$ cat src/rtl/axi_lite_cmd_master_if.sv
// ---------------------------------------------------------------------------
// axi_lite_cmd_master_if
//
// Purpose: bundles the command/response stream and the five AXI4-Lite
// channels used by axi_lite_cmd_master.
//
// Modports:
//   master - the view of axi_lite_cmd_master: it consumes commands, produces
//            responses, and drives the AXI-Lite request side.
//   slave  - the view of everything around it: the command source, the
//            response sink and the AXI-Lite slave.
//
// Signal groups:
//   cmd_*          command stream (valid/ready, write, addr, wdata, wstrb)
//   rsp_*          response stream (valid/ready, write, rdata, resp)
//   m_axi_aw*/w*   write address and write data channels
//   m_axi_b*       write response channel
//   m_axi_ar*/r*   read address and read data channels
// ---------------------------------------------------------------------------
interface axi_lite_cmd_master_if #(
    parameter int ADDR_WIDTH = 6,
    parameter int DATA_WIDTH = 32
);
    localparam int STRB_WIDTH = DATA_WIDTH / 8;

    // Command stream
    logic                  cmd_valid;
    logic                  cmd_ready;
    logic                  cmd_write;
    logic [ADDR_WIDTH-1:0] cmd_addr;
    logic [DATA_WIDTH-1:0] cmd_wdata;
    logic [STRB_WIDTH-1:0] cmd_wstrb;

    // Response stream
    logic                  rsp_valid;
    logic                  rsp_ready;
    logic                  rsp_write;
    logic [DATA_WIDTH-1:0] rsp_rdata;
    logic [1:0]            rsp_resp;

    // AXI write address / data / response
    logic [ADDR_WIDTH-1:0] m_axi_awaddr;
    logic                  m_axi_awvalid;
    logic                  m_axi_awready;
    logic [DATA_WIDTH-1:0] m_axi_wdata;
    logic [STRB_WIDTH-1:0] m_axi_wstrb;
    logic                  m_axi_wvalid;
    logic                  m_axi_wready;
    logic [1:0]            m_axi_bresp;
    logic                  m_axi_bvalid;
    logic                  m_axi_bready;

    // AXI read address / data
    logic [ADDR_WIDTH-1:0] m_axi_araddr;
    logic                  m_axi_arvalid;
    logic                  m_axi_arready;
    logic [DATA_WIDTH-1:0] m_axi_rdata;
    logic [1:0]            m_axi_rresp;
    logic                  m_axi_rvalid;
    logic                  m_axi_rready;

    modport master (
        input  cmd_valid, cmd_write, cmd_addr, cmd_wdata, cmd_wstrb,
        output cmd_ready,
        output rsp_valid, rsp_write, rsp_rdata, rsp_resp,
        input  rsp_ready,
        output m_axi_awaddr, m_axi_awvalid,
        input  m_axi_awready,
        output m_axi_wdata, m_axi_wstrb, m_axi_wvalid,
        input  m_axi_wready,
        input  m_axi_bresp, m_axi_bvalid,
        output m_axi_bready,
        output m_axi_araddr, m_axi_arvalid,
        input  m_axi_arready,
        input  m_axi_rdata, m_axi_rresp, m_axi_rvalid,
        output m_axi_rready
    );

    modport slave (
        output cmd_valid, cmd_write, cmd_addr, cmd_wdata, cmd_wstrb,
        input  cmd_ready,
        input  rsp_valid, rsp_write, rsp_rdata, rsp_resp,
        output rsp_ready,
        input  m_axi_awaddr, m_axi_awvalid,
        output m_axi_awready,
        input  m_axi_wdata, m_axi_wstrb, m_axi_wvalid,
        output m_axi_wready,
        output m_axi_bresp, m_axi_bvalid,
        input  m_axi_bready,
        input  m_axi_araddr, m_axi_arvalid,
        output m_axi_arready,
        output m_axi_rdata, m_axi_rresp, m_axi_rvalid,
        input  m_axi_rready
    );
endinterface

$ cat src/rtl/axi_lite_cmd_master.sv
// ---------------------------------------------------------------------------
// axi_lite_cmd_master
//
// Purpose: single-outstanding AXI4-Lite master. Each accepted command becomes
// one AXI-Lite write (AW and W issued together, completing independently) or
// one read, and produces exactly one response on the rsp_* stream. Every
// output is driven straight from a flop.
//
// Ports:
//   m_axi_aclk     in   clock, rising edge
//   m_axi_areset   in   synchronous active-high reset
//   bus            axi_lite_cmd_master_if.master: cmd_*, rsp_*, m_axi_*
//   stat_wr_cnt    out  16  completed writes          (AXI_CMD_MASTER_STATS_EN)
//   stat_rd_cnt    out  16  completed reads           (AXI_CMD_MASTER_STATS_EN)
//   stat_err_cnt   out  16  responses with resp != 0  (AXI_CMD_MASTER_STATS_EN)
//
// Configuration macro: AXI_CMD_MASTER_STATS_EN adds the three wrapping
// statistics counters and their ports; without it they do not exist.
// ---------------------------------------------------------------------------
module axi_lite_cmd_master #(
    parameter int ADDR_WIDTH = 6,
    parameter int DATA_WIDTH = 32
) (
    input  logic                        m_axi_aclk,
    input  logic                        m_axi_areset,
    axi_lite_cmd_master_if.master       bus
`ifdef AXI_CMD_MASTER_STATS_EN
    ,
    output logic [15:0]                 stat_wr_cnt,
    output logic [15:0]                 stat_rd_cnt,
    output logic [15:0]                 stat_err_cnt
`endif
);
    localparam int STRB_WIDTH = DATA_WIDTH / 8;

    typedef enum logic [2:0] {
        IDLE,
        WR_AW_W,
        WR_B,
        RD_AR,
        RD_R,
        RSP
    } state_e;

    state_e                state_q, state_d;
    logic                  cmd_ready_q, cmd_ready_d;
    logic                  awvalid_q, awvalid_d;
    logic                  wvalid_q, wvalid_d;
    logic                  bready_q, bready_d;
    logic                  arvalid_q, arvalid_d;
    logic                  rready_q, rready_d;
    logic                  aw_done_q, aw_done_d;
    logic                  w_done_q, w_done_d;
    logic [ADDR_WIDTH-1:0] awaddr_q, awaddr_d;
    logic [ADDR_WIDTH-1:0] araddr_q, araddr_d;
    logic [DATA_WIDTH-1:0] wdata_q, wdata_d;
    logic [STRB_WIDTH-1:0] wstrb_q, wstrb_d;
    logic                  rsp_valid_q, rsp_valid_d;
    logic                  rsp_write_q, rsp_write_d;
    logic [DATA_WIDTH-1:0] rsp_rdata_q, rsp_rdata_d;
    logic [1:0]            rsp_resp_q, rsp_resp_d;

    logic aw_fire;
    logic w_fire;
    logic rsp_fire;

`ifdef AXI_CMD_MASTER_STATS_EN
    logic [15:0] wr_cnt_q, wr_cnt_d;
    logic [15:0] rd_cnt_q, rd_cnt_d;
    logic [15:0] err_cnt_q, err_cnt_d;
`endif

    // Handshakes are judged on the registered VALID/READY the bus actually sees.
    assign aw_fire  = awvalid_q && bus.m_axi_awready;
    assign w_fire   = wvalid_q && bus.m_axi_wready;
    assign rsp_fire = rsp_valid_q && bus.rsp_ready;

    // State register and all output flops. Reset parks everything at zero,
    // including cmd_ready, which then rises on the first edge out of reset.
    always_ff @(posedge m_axi_aclk) begin
        if (m_axi_areset) begin
            state_q     <= IDLE;
            cmd_ready_q <= 1'b0;
            awvalid_q   <= 1'b0;
            wvalid_q    <= 1'b0;
            bready_q    <= 1'b0;
            arvalid_q   <= 1'b0;
            rready_q    <= 1'b0;
            aw_done_q   <= 1'b0;
            w_done_q    <= 1'b0;
            awaddr_q    <= '0;
            araddr_q    <= '0;
            wdata_q     <= '0;
            wstrb_q     <= '0;
            rsp_valid_q <= 1'b0;
            rsp_write_q <= 1'b0;
            rsp_rdata_q <= '0;
            rsp_resp_q  <= 2'b00;
        end else begin
            state_q     <= state_d;
            cmd_ready_q <= cmd_ready_d;
            awvalid_q   <= awvalid_d;
            wvalid_q    <= wvalid_d;
            bready_q    <= bready_d;
            arvalid_q   <= arvalid_d;
            rready_q    <= rready_d;
            aw_done_q   <= aw_done_d;
            w_done_q    <= w_done_d;
            awaddr_q    <= awaddr_d;
            araddr_q    <= araddr_d;
            wdata_q     <= wdata_d;
            wstrb_q     <= wstrb_d;
            rsp_valid_q <= rsp_valid_d;
            rsp_write_q <= rsp_write_d;
            rsp_rdata_q <= rsp_rdata_d;
            rsp_resp_q  <= rsp_resp_d;
        end
    end

    // Next-state and next-output logic. Every flop holds by default; each
    // state only touches what changes on its own handshake, which is what
    // keeps a raised VALID up until the matching READY is sampled.
    always_comb begin
        state_d     = state_q;
        cmd_ready_d = cmd_ready_q;
        awvalid_d   = awvalid_q;
        wvalid_d    = wvalid_q;
        bready_d    = bready_q;
        arvalid_d   = arvalid_q;
        rready_d    = rready_q;
        aw_done_d   = aw_done_q;
        w_done_d    = w_done_q;
        awaddr_d    = awaddr_q;
        araddr_d    = araddr_q;
        wdata_d     = wdata_q;
        wstrb_d     = wstrb_q;
        rsp_valid_d = rsp_valid_q;
        rsp_write_d = rsp_write_q;
        rsp_rdata_d = rsp_rdata_q;
        rsp_resp_d  = rsp_resp_q;

        case (state_q)
            IDLE: begin
                cmd_ready_d = 1'b1;
                if (bus.cmd_valid && cmd_ready_q) begin
                    cmd_ready_d = 1'b0;
                    if (bus.cmd_write) begin
                        state_d   = WR_AW_W;
                        awvalid_d = 1'b1;
                        wvalid_d  = 1'b1;
                        aw_done_d = 1'b0;
                        w_done_d  = 1'b0;
                        awaddr_d  = bus.cmd_addr;
                        wdata_d   = bus.cmd_wdata;
                        wstrb_d   = bus.cmd_wstrb;
                    end else begin
                        state_d   = RD_AR;
                        arvalid_d = 1'b1;
                        araddr_d  = bus.cmd_addr;
                    end
                end
            end

            // AW and W retire independently; the phase ends once both have,
            // whether on the same edge or the later of two.
            WR_AW_W: begin
                if (aw_fire) begin
                    awvalid_d = 1'b0;
                    aw_done_d = 1'b1;
                end
                if (w_fire) begin
                    wvalid_d = 1'b0;
                    w_done_d = 1'b1;
                end
                if ((aw_done_q || aw_fire) && (w_done_q || w_fire)) begin
                    state_d  = WR_B;
                    bready_d = 1'b1;
                end
            end

            WR_B: begin
                if (bready_q && bus.m_axi_bvalid) begin
                    state_d     = RSP;
                    bready_d    = 1'b0;
                    rsp_valid_d = 1'b1;
                    rsp_write_d = 1'b1;
                    rsp_rdata_d = '0;
                    rsp_resp_d  = bus.m_axi_bresp;
                end
            end

            RD_AR: begin
                if (arvalid_q && bus.m_axi_arready) begin
                    state_d   = RD_R;
                    arvalid_d = 1'b0;
                    rready_d  = 1'b1;
                end
            end

            RD_R: begin
                if (rready_q && bus.m_axi_rvalid) begin
                    state_d     = RSP;
                    rready_d    = 1'b0;
                    rsp_valid_d = 1'b1;
                    rsp_write_d = 1'b0;
                    rsp_rdata_d = bus.m_axi_rdata;
                    rsp_resp_d  = bus.m_axi_rresp;
                end
            end

            // cmd_ready only comes back after the response is taken, so no
            // new command can be accepted on the response handshake edge.
            RSP: begin
                if (rsp_fire) begin
                    state_d     = IDLE;
                    rsp_valid_d = 1'b0;
                    cmd_ready_d = 1'b1;
                    awaddr_d    = '0;
                    araddr_d    = '0;
                    wdata_d     = '0;
                    wstrb_d     = '0;
                end
            end

            default: begin
                state_d = IDLE;
            end
        endcase
    end

    assign bus.cmd_ready     = cmd_ready_q;
    assign bus.rsp_valid     = rsp_valid_q;
    assign bus.rsp_write     = rsp_write_q;
    assign bus.rsp_rdata     = rsp_rdata_q;
    assign bus.rsp_resp      = rsp_resp_q;
    assign bus.m_axi_awaddr  = awaddr_q;
    assign bus.m_axi_awvalid = awvalid_q;
    assign bus.m_axi_wdata   = wdata_q;
    assign bus.m_axi_wstrb   = wstrb_q;
    assign bus.m_axi_wvalid  = wvalid_q;
    assign bus.m_axi_bready  = bready_q;
    assign bus.m_axi_araddr  = araddr_q;
    assign bus.m_axi_arvalid = arvalid_q;
    assign bus.m_axi_rready  = rready_q;

`ifdef AXI_CMD_MASTER_STATS_EN
    // Statistics registers; they count on the response handshake so a
    // transaction aborted by reset is never counted.
    always_ff @(posedge m_axi_aclk) begin
        if (m_axi_areset) begin
            wr_cnt_q  <= 16'h0000;
            rd_cnt_q  <= 16'h0000;
            err_cnt_q <= 16'h0000;
        end else begin
            wr_cnt_q  <= wr_cnt_d;
            rd_cnt_q  <= rd_cnt_d;
            err_cnt_q <= err_cnt_d;
        end
    end

    // Counter increments; plain 16-bit adds wrap from FFFF to 0.
    always_comb begin
        wr_cnt_d  = wr_cnt_q;
        rd_cnt_d  = rd_cnt_q;
        err_cnt_d = err_cnt_q;
        if (rsp_fire) begin
            if (rsp_write_q) begin
                wr_cnt_d = wr_cnt_q + 16'd1;
            end else begin
                rd_cnt_d = rd_cnt_q + 16'd1;
            end
            if (rsp_resp_q != 2'b00) begin
                err_cnt_d = err_cnt_q + 16'd1;
            end
        end
    end

    assign stat_wr_cnt  = wr_cnt_q;
    assign stat_rd_cnt  = rd_cnt_q;
    assign stat_err_cnt = err_cnt_q;
`endif

endmodule

$ cat src/flat_wrapper.sv
// flat-port wrapper written by rule: the top's interface ports become plain ports
module axi_lite_cmd_master_flat 
#(
    parameter int ADDR_WIDTH = 6,
    parameter int DATA_WIDTH = 32
)
  (m_axi_aclk, m_axi_areset, bus_cmd_valid, bus_cmd_write, bus_cmd_addr, bus_cmd_wdata, bus_cmd_wstrb, bus_cmd_ready, bus_rsp_valid, bus_rsp_write, bus_rsp_rdata, bus_rsp_resp, bus_rsp_ready, bus_m_axi_awaddr, bus_m_axi_awvalid, bus_m_axi_awready, bus_m_axi_wdata, bus_m_axi_wstrb, bus_m_axi_wvalid, bus_m_axi_wready, bus_m_axi_bresp, bus_m_axi_bvalid, bus_m_axi_bready, bus_m_axi_araddr, bus_m_axi_arvalid, bus_m_axi_arready, bus_m_axi_rdata, bus_m_axi_rresp, bus_m_axi_rvalid, bus_m_axi_rready);
  axi_lite_cmd_master_if #(.ADDR_WIDTH(ADDR_WIDTH), .DATA_WIDTH(DATA_WIDTH)) bus_i ();
  input  logic m_axi_aclk;
  input  logic m_axi_areset;
  input wire logic [$bits(bus_i.cmd_valid)-1:0] bus_cmd_valid;
  input wire logic [$bits(bus_i.cmd_write)-1:0] bus_cmd_write;
  input wire logic [$bits(bus_i.cmd_addr)-1:0] bus_cmd_addr;
  input wire logic [$bits(bus_i.cmd_wdata)-1:0] bus_cmd_wdata;
  input wire logic [$bits(bus_i.cmd_wstrb)-1:0] bus_cmd_wstrb;
  output wire logic [$bits(bus_i.cmd_ready)-1:0] bus_cmd_ready;
  output wire logic [$bits(bus_i.rsp_valid)-1:0] bus_rsp_valid;
  output wire logic [$bits(bus_i.rsp_write)-1:0] bus_rsp_write;
  output wire logic [$bits(bus_i.rsp_rdata)-1:0] bus_rsp_rdata;
  output wire logic [$bits(bus_i.rsp_resp)-1:0] bus_rsp_resp;
  input wire logic [$bits(bus_i.rsp_ready)-1:0] bus_rsp_ready;
  output wire logic [$bits(bus_i.m_axi_awaddr)-1:0] bus_m_axi_awaddr;
  output wire logic [$bits(bus_i.m_axi_awvalid)-1:0] bus_m_axi_awvalid;
  input wire logic [$bits(bus_i.m_axi_awready)-1:0] bus_m_axi_awready;
  output wire logic [$bits(bus_i.m_axi_wdata)-1:0] bus_m_axi_wdata;
  output wire logic [$bits(bus_i.m_axi_wstrb)-1:0] bus_m_axi_wstrb;
  output wire logic [$bits(bus_i.m_axi_wvalid)-1:0] bus_m_axi_wvalid;
  input wire logic [$bits(bus_i.m_axi_wready)-1:0] bus_m_axi_wready;
  input wire logic [$bits(bus_i.m_axi_bresp)-1:0] bus_m_axi_bresp;
  input wire logic [$bits(bus_i.m_axi_bvalid)-1:0] bus_m_axi_bvalid;
  output wire logic [$bits(bus_i.m_axi_bready)-1:0] bus_m_axi_bready;
  output wire logic [$bits(bus_i.m_axi_araddr)-1:0] bus_m_axi_araddr;
  output wire logic [$bits(bus_i.m_axi_arvalid)-1:0] bus_m_axi_arvalid;
  input wire logic [$bits(bus_i.m_axi_arready)-1:0] bus_m_axi_arready;
  input wire logic [$bits(bus_i.m_axi_rdata)-1:0] bus_m_axi_rdata;
  input wire logic [$bits(bus_i.m_axi_rresp)-1:0] bus_m_axi_rresp;
  input wire logic [$bits(bus_i.m_axi_rvalid)-1:0] bus_m_axi_rvalid;
  output wire logic [$bits(bus_i.m_axi_rready)-1:0] bus_m_axi_rready;
  assign bus_i.cmd_valid = bus_cmd_valid;
  assign bus_i.cmd_write = bus_cmd_write;
  assign bus_i.cmd_addr = bus_cmd_addr;
  assign bus_i.cmd_wdata = bus_cmd_wdata;
  assign bus_i.cmd_wstrb = bus_cmd_wstrb;
  assign bus_cmd_ready = bus_i.cmd_ready;
  assign bus_rsp_valid = bus_i.rsp_valid;
  assign bus_rsp_write = bus_i.rsp_write;
  assign bus_rsp_rdata = bus_i.rsp_rdata;
  assign bus_rsp_resp = bus_i.rsp_resp;
  assign bus_i.rsp_ready = bus_rsp_ready;
  assign bus_m_axi_awaddr = bus_i.m_axi_awaddr;
  assign bus_m_axi_awvalid = bus_i.m_axi_awvalid;
  assign bus_i.m_axi_awready = bus_m_axi_awready;
  assign bus_m_axi_wdata = bus_i.m_axi_wdata;
  assign bus_m_axi_wstrb = bus_i.m_axi_wstrb;
  assign bus_m_axi_wvalid = bus_i.m_axi_wvalid;
  assign bus_i.m_axi_wready = bus_m_axi_wready;
  assign bus_i.m_axi_bresp = bus_m_axi_bresp;
  assign bus_i.m_axi_bvalid = bus_m_axi_bvalid;
  assign bus_m_axi_bready = bus_i.m_axi_bready;
  assign bus_m_axi_araddr = bus_i.m_axi_araddr;
  assign bus_m_axi_arvalid = bus_i.m_axi_arvalid;
  assign bus_i.m_axi_arready = bus_m_axi_arready;
  assign bus_i.m_axi_rdata = bus_m_axi_rdata;
  assign bus_i.m_axi_rresp = bus_m_axi_rresp;
  assign bus_i.m_axi_rvalid = bus_m_axi_rvalid;
  assign bus_m_axi_rready = bus_i.m_axi_rready;
  axi_lite_cmd_master #(.ADDR_WIDTH(ADDR_WIDTH), .DATA_WIDTH(DATA_WIDTH)) u_core (.m_axi_aclk(m_axi_aclk), .m_axi_areset(m_axi_areset), .bus(bus_i));
endmodule
$ cat config.mk
export PLATFORM = sky130hd
export DESIGN_NAME = axi_lite_cmd_master_flat
export DESIGN_NICKNAME = d
export VERILOG_FILES = /design/src/rtl/axi_lite_cmd_master_if.sv /design/src/rtl/axi_lite_cmd_master.sv /design/src/flat_wrapper.sv
export SDC_FILE = /design/constraint.sdc
export NUM_CORES = 1
export LEC_CHECK = 0
export BUFFER_PORTS_ARGS = -buffer_cell sky130_fd_sc_hd__buf_4
export CORE_MARGIN = 2
export CORE_UTILIZATION = 42
export CTS_CLUSTER_SIZE = 16
export DETAILED_ROUTE_END_ITERATION = 7
export GPL_TIMING_DRIVEN = 0
export HOLD_SLACK_MARGIN = 0.15
export PLACE_DENSITY = 0.74
export REMOVE_ABC_BUFFERS = 1
export SLEW_MARGIN = 15
export SYNTH_ARGS = -nofsm -noshare
export SYNTH_HDL_FRONTEND = slang
export SYNTH_SLANG_ARGS = --single-unit
$ cat constraint.sdc
create_clock -name m_axi_aclk -period 1.5 [get_ports m_axi_aclk]
set_input_delay 0.225 -clock m_axi_aclk [delete_from_list [all_inputs] [get_ports m_axi_aclk]]
set_output_delay 0.225 -clock m_axi_aclk [all_outputs]
set_load 0.02 [all_outputs]
==> impl_metrics.toml <==
[run_status]
outcome = "finished with violations"
failed_checks = "negative setup slack"

[synthesis]
avgSynthCellArea_sq_um = 8.73
seq_area_frac_synth_pct = 51.0
ys_ff_latch = 95
synthTopCellsByArea = "dfxtp_1, a21oi_1, a22oi_1"
yosys_warnings = 0
yosys.area.top_type = "dfxtp_1"
postSynthCellCount = 427
ys_async_sr_fraction_pct = 0
synthFlopType = "dfxtp_1"
synth_edf_count = 0
netlist_area_sq_um = 3730
ys_types = 41
synth_top_area_share_pct = 51.0

[setup_path]
crit_path_max_incr_delay_ns = 0.50
crit_family = "simple AND/OR/NAND/NOR gates"
start_kind = "register"
critPathBufInv = 2
path_cells = "buf_4 > or3_4 > o22ai_4 > buf_12 > nand3_1 > a21oi_1"
worstSetupPathType = "reg2reg"
cp_max_fo = 8
cp-end-kind = "register"
arrival_ns = 2.10
worstPathRequired_ns = 1.76
crit_slowest_cell = "or3_4"
ff2ff_path_depth = 6
path_depth = 6

[cells_and_area]
diodes = 0
final_common_cell = "buf_4"
stdcell_count = 824
mostFrequentLayoutCells = "buf_4, dfxtp_1, dlygate4sd3_1"
fin_nets = 799
syn_to_final_growth_pct = 89.7
layout-drive-gt1-share_pct = 47.2

[drt]
wl_per_cell_microns = 21.3
drt_iter0_markers = 353
wl_met1_mm = 6.15
drc_errors = 0
dr.pass1.iters = 6
vias = 4862
viasPerCell = 5.90
routed-wl-met2_mm = 8.66
wl_mm = 17.5
antenna_left = 0
route.met3.wl_mm = 1.54
highest_layer = "met4"

[timing]
worst_pin_slew_ns = 1.07
setup_viol = 83
setup_tns_ns = -16.56
min_period_ns = 1.84
drv_slew = 0
holdWs_ns = 0.162
rsz0062_at_grt = "yes"
final-hold-violation-count = 0
max_freq_mhz = 544
clock_skew_ns = 0.0150
post-route-period-util_pct = 122
max_slew_margin_pct = 28.7
finalWorstSetupSlack_ns = -0.337

[floorplan]
die_w_microns = 98.2
start_util_pct = 42.9
die_area_sq_um = 9640
core_area_sq_um = 8680
rows = 34
die_h_microns = 98.2
io_pins = 178

[global_route]
grt_pass1_wl_mm = 24.1
grt_pass1_vias = 4923
overflow = 0
grt_max_degree = 99
grt_use_total_pct = 31.2
antenna_found_initial = 0

[power]
p_per_area_nw_per_um2 = 1170
leakage_nw = 2.84
finalPower_mw = 8.26
peakVddDrop_uv = 688

[clock_tree]
numCtsBuffers = 9
path_clk_slew_ns = 0.10
cts_tree = "built"
clock_sinks = 95
clk_latency_ns = 0.37
cts_max_level = 3
root_buffer = "clkbuf_8"
cts.path.max_buffers = 2

[placement]
pre_cts_slack_ns = -1.16
numPortBuffers = 177
hpwl_mm = 7.25
dp.cells = 678
place_congestion = 0.829

[min_path]
hp-class = "in2reg"
min_path_cells = 3

[job]
drv_cap = 0
## routing by layer
| layer | vias to the layer above | GRT usage, % |
|---|---|---|
| li1 | 2130 | - |
| met1 | 2301 | 34.7 |
| met2 | 326 | 54.1 |
| met3 | 105 | 6.87 |
| met4 | 0 | 19.1 |
| met5 | - | 0 |
## registers in the layout, indices dropped and copies added (netlist names)
| signal | flops |
|---|---|
| u_core.state_q | 3 |
| u_core.bus.m_axi_awaddr | 6 |
| u_core.bus.m_axi_awvalid | 1 |
| u_core.bus.rsp_rdata | 32 |
| u_core.bus.m_axi_arvalid | 1 |
| u_core.bus.rsp_valid | 1 |
| u_core.bus.m_axi_rready | 1 |
| u_core.aw_done_q | 1 |
| u_core.bus.m_axi_araddr | 6 |
| u_core.bus.rsp_write | 1 |
| u_core.bus.m_axi_wdata | 32 |
| u_core.bus.m_axi_wstrb | 4 |
| u_core.bus.m_axi_bready | 1 |
| u_core.bus.cmd_ready | 1 |
| u_core.bus.rsp_resp | 2 |
| u_core.bus.m_axi_wvalid | 1 |
| u_core.w_done_q | 1 |
## repair_timing
| item | 4_1_cts | 5_1_grt |
|---|---|---|
| hold endpoints to repair | 74 | 0 |
| endpoints found under the setup margin | 94 | 93 |
| hold buffers | 73 | 0 |
| pin swaps | 57 | 43 |
| buffers inserted | 32 | 12 |
| cloned | 10 | 5 |
| resized for setup | 67 | 51 |
## power by group
| group | switching (mW) | internal, mW |
|---|---|---|
| Clock | 0.965 | 0.827 |
| Sequential | 0.204 | 2.72 |
| Combinational | 1.84 | 1.71 |
## worst register-to-register path: stages (launching register included)
cell and delay, ns:
dfxtp_4 0.37, buf_4 0.14, or3_4 0.50, o22ai_4 0.26, buf_12 0.16, nand3_1 0.08
a21oi_1 0.23
## Yosys cell counts (all sizes together), types with 2 or more instances
cell	n
and2	2
nand3	48
a22oi	34
a31oi	2
nor3	8
a211oi	2
a22o	2
inv	2
a21oi	56
nand4b	7
buf	18
clkbuf	19
nand2b	2
nor2	44
nor3b	2
nand2	52
dfxtp	95
mux2i	2
o21ai	9
mux2	3
## worst paths after layout
check	slack (ns)	start	endpoint
min reg2reg	0.46	u_core.bus.m_axi_wdata[19]$_SDFFE_PP0P_	u_core.bus.m_axi_wdata[19]$_SDFFE_PP0P_
max reg2reg	-0.34	u_core.state_q[1]$_SDFFE_PP0P_	u_core.bus.m_axi_wdata[11]$_SDFFE_PP0P_
min	0.16	bus_cmd_wstrb[1]	u_core.bus.m_axi_wstrb[1]$_SDFFE_PP0P_
max	-0.34	u_core.state_q[1]$_SDFFE_PP0P_	u_core.bus.m_axi_wdata[11]$_SDFFE_PP0P_
## layout make-up
type	count	area, sq um
Inverter	2	7.51
Multi-Input combinational cell	303	2170
Tap cell	108	135
Timing Repair Buffer	300	2640
Clock inverter	4	53.8
Fill cell	495	1610
Clock buffer	12	145
Sequential cell	95	1920
## through the flow
step	util [%]	cell area (sq um)
floorplan	-	3520
detailed placement	58.4	5070
global route	81.5	7070
global placement	57.4	4980
CTS	77.4	6720
finish	81.5	7070
## kinds of logic after synthesis
group,count (synthesis),share of synthesized area (%)
muxes,5,1.44
buffers and inverters,39,5.87
AOI/OAI and AO/OA,115,19.8
DFF,95,51.0
and+or+nand+nor,173,21.8
Power figures use the tool's default switching activity.
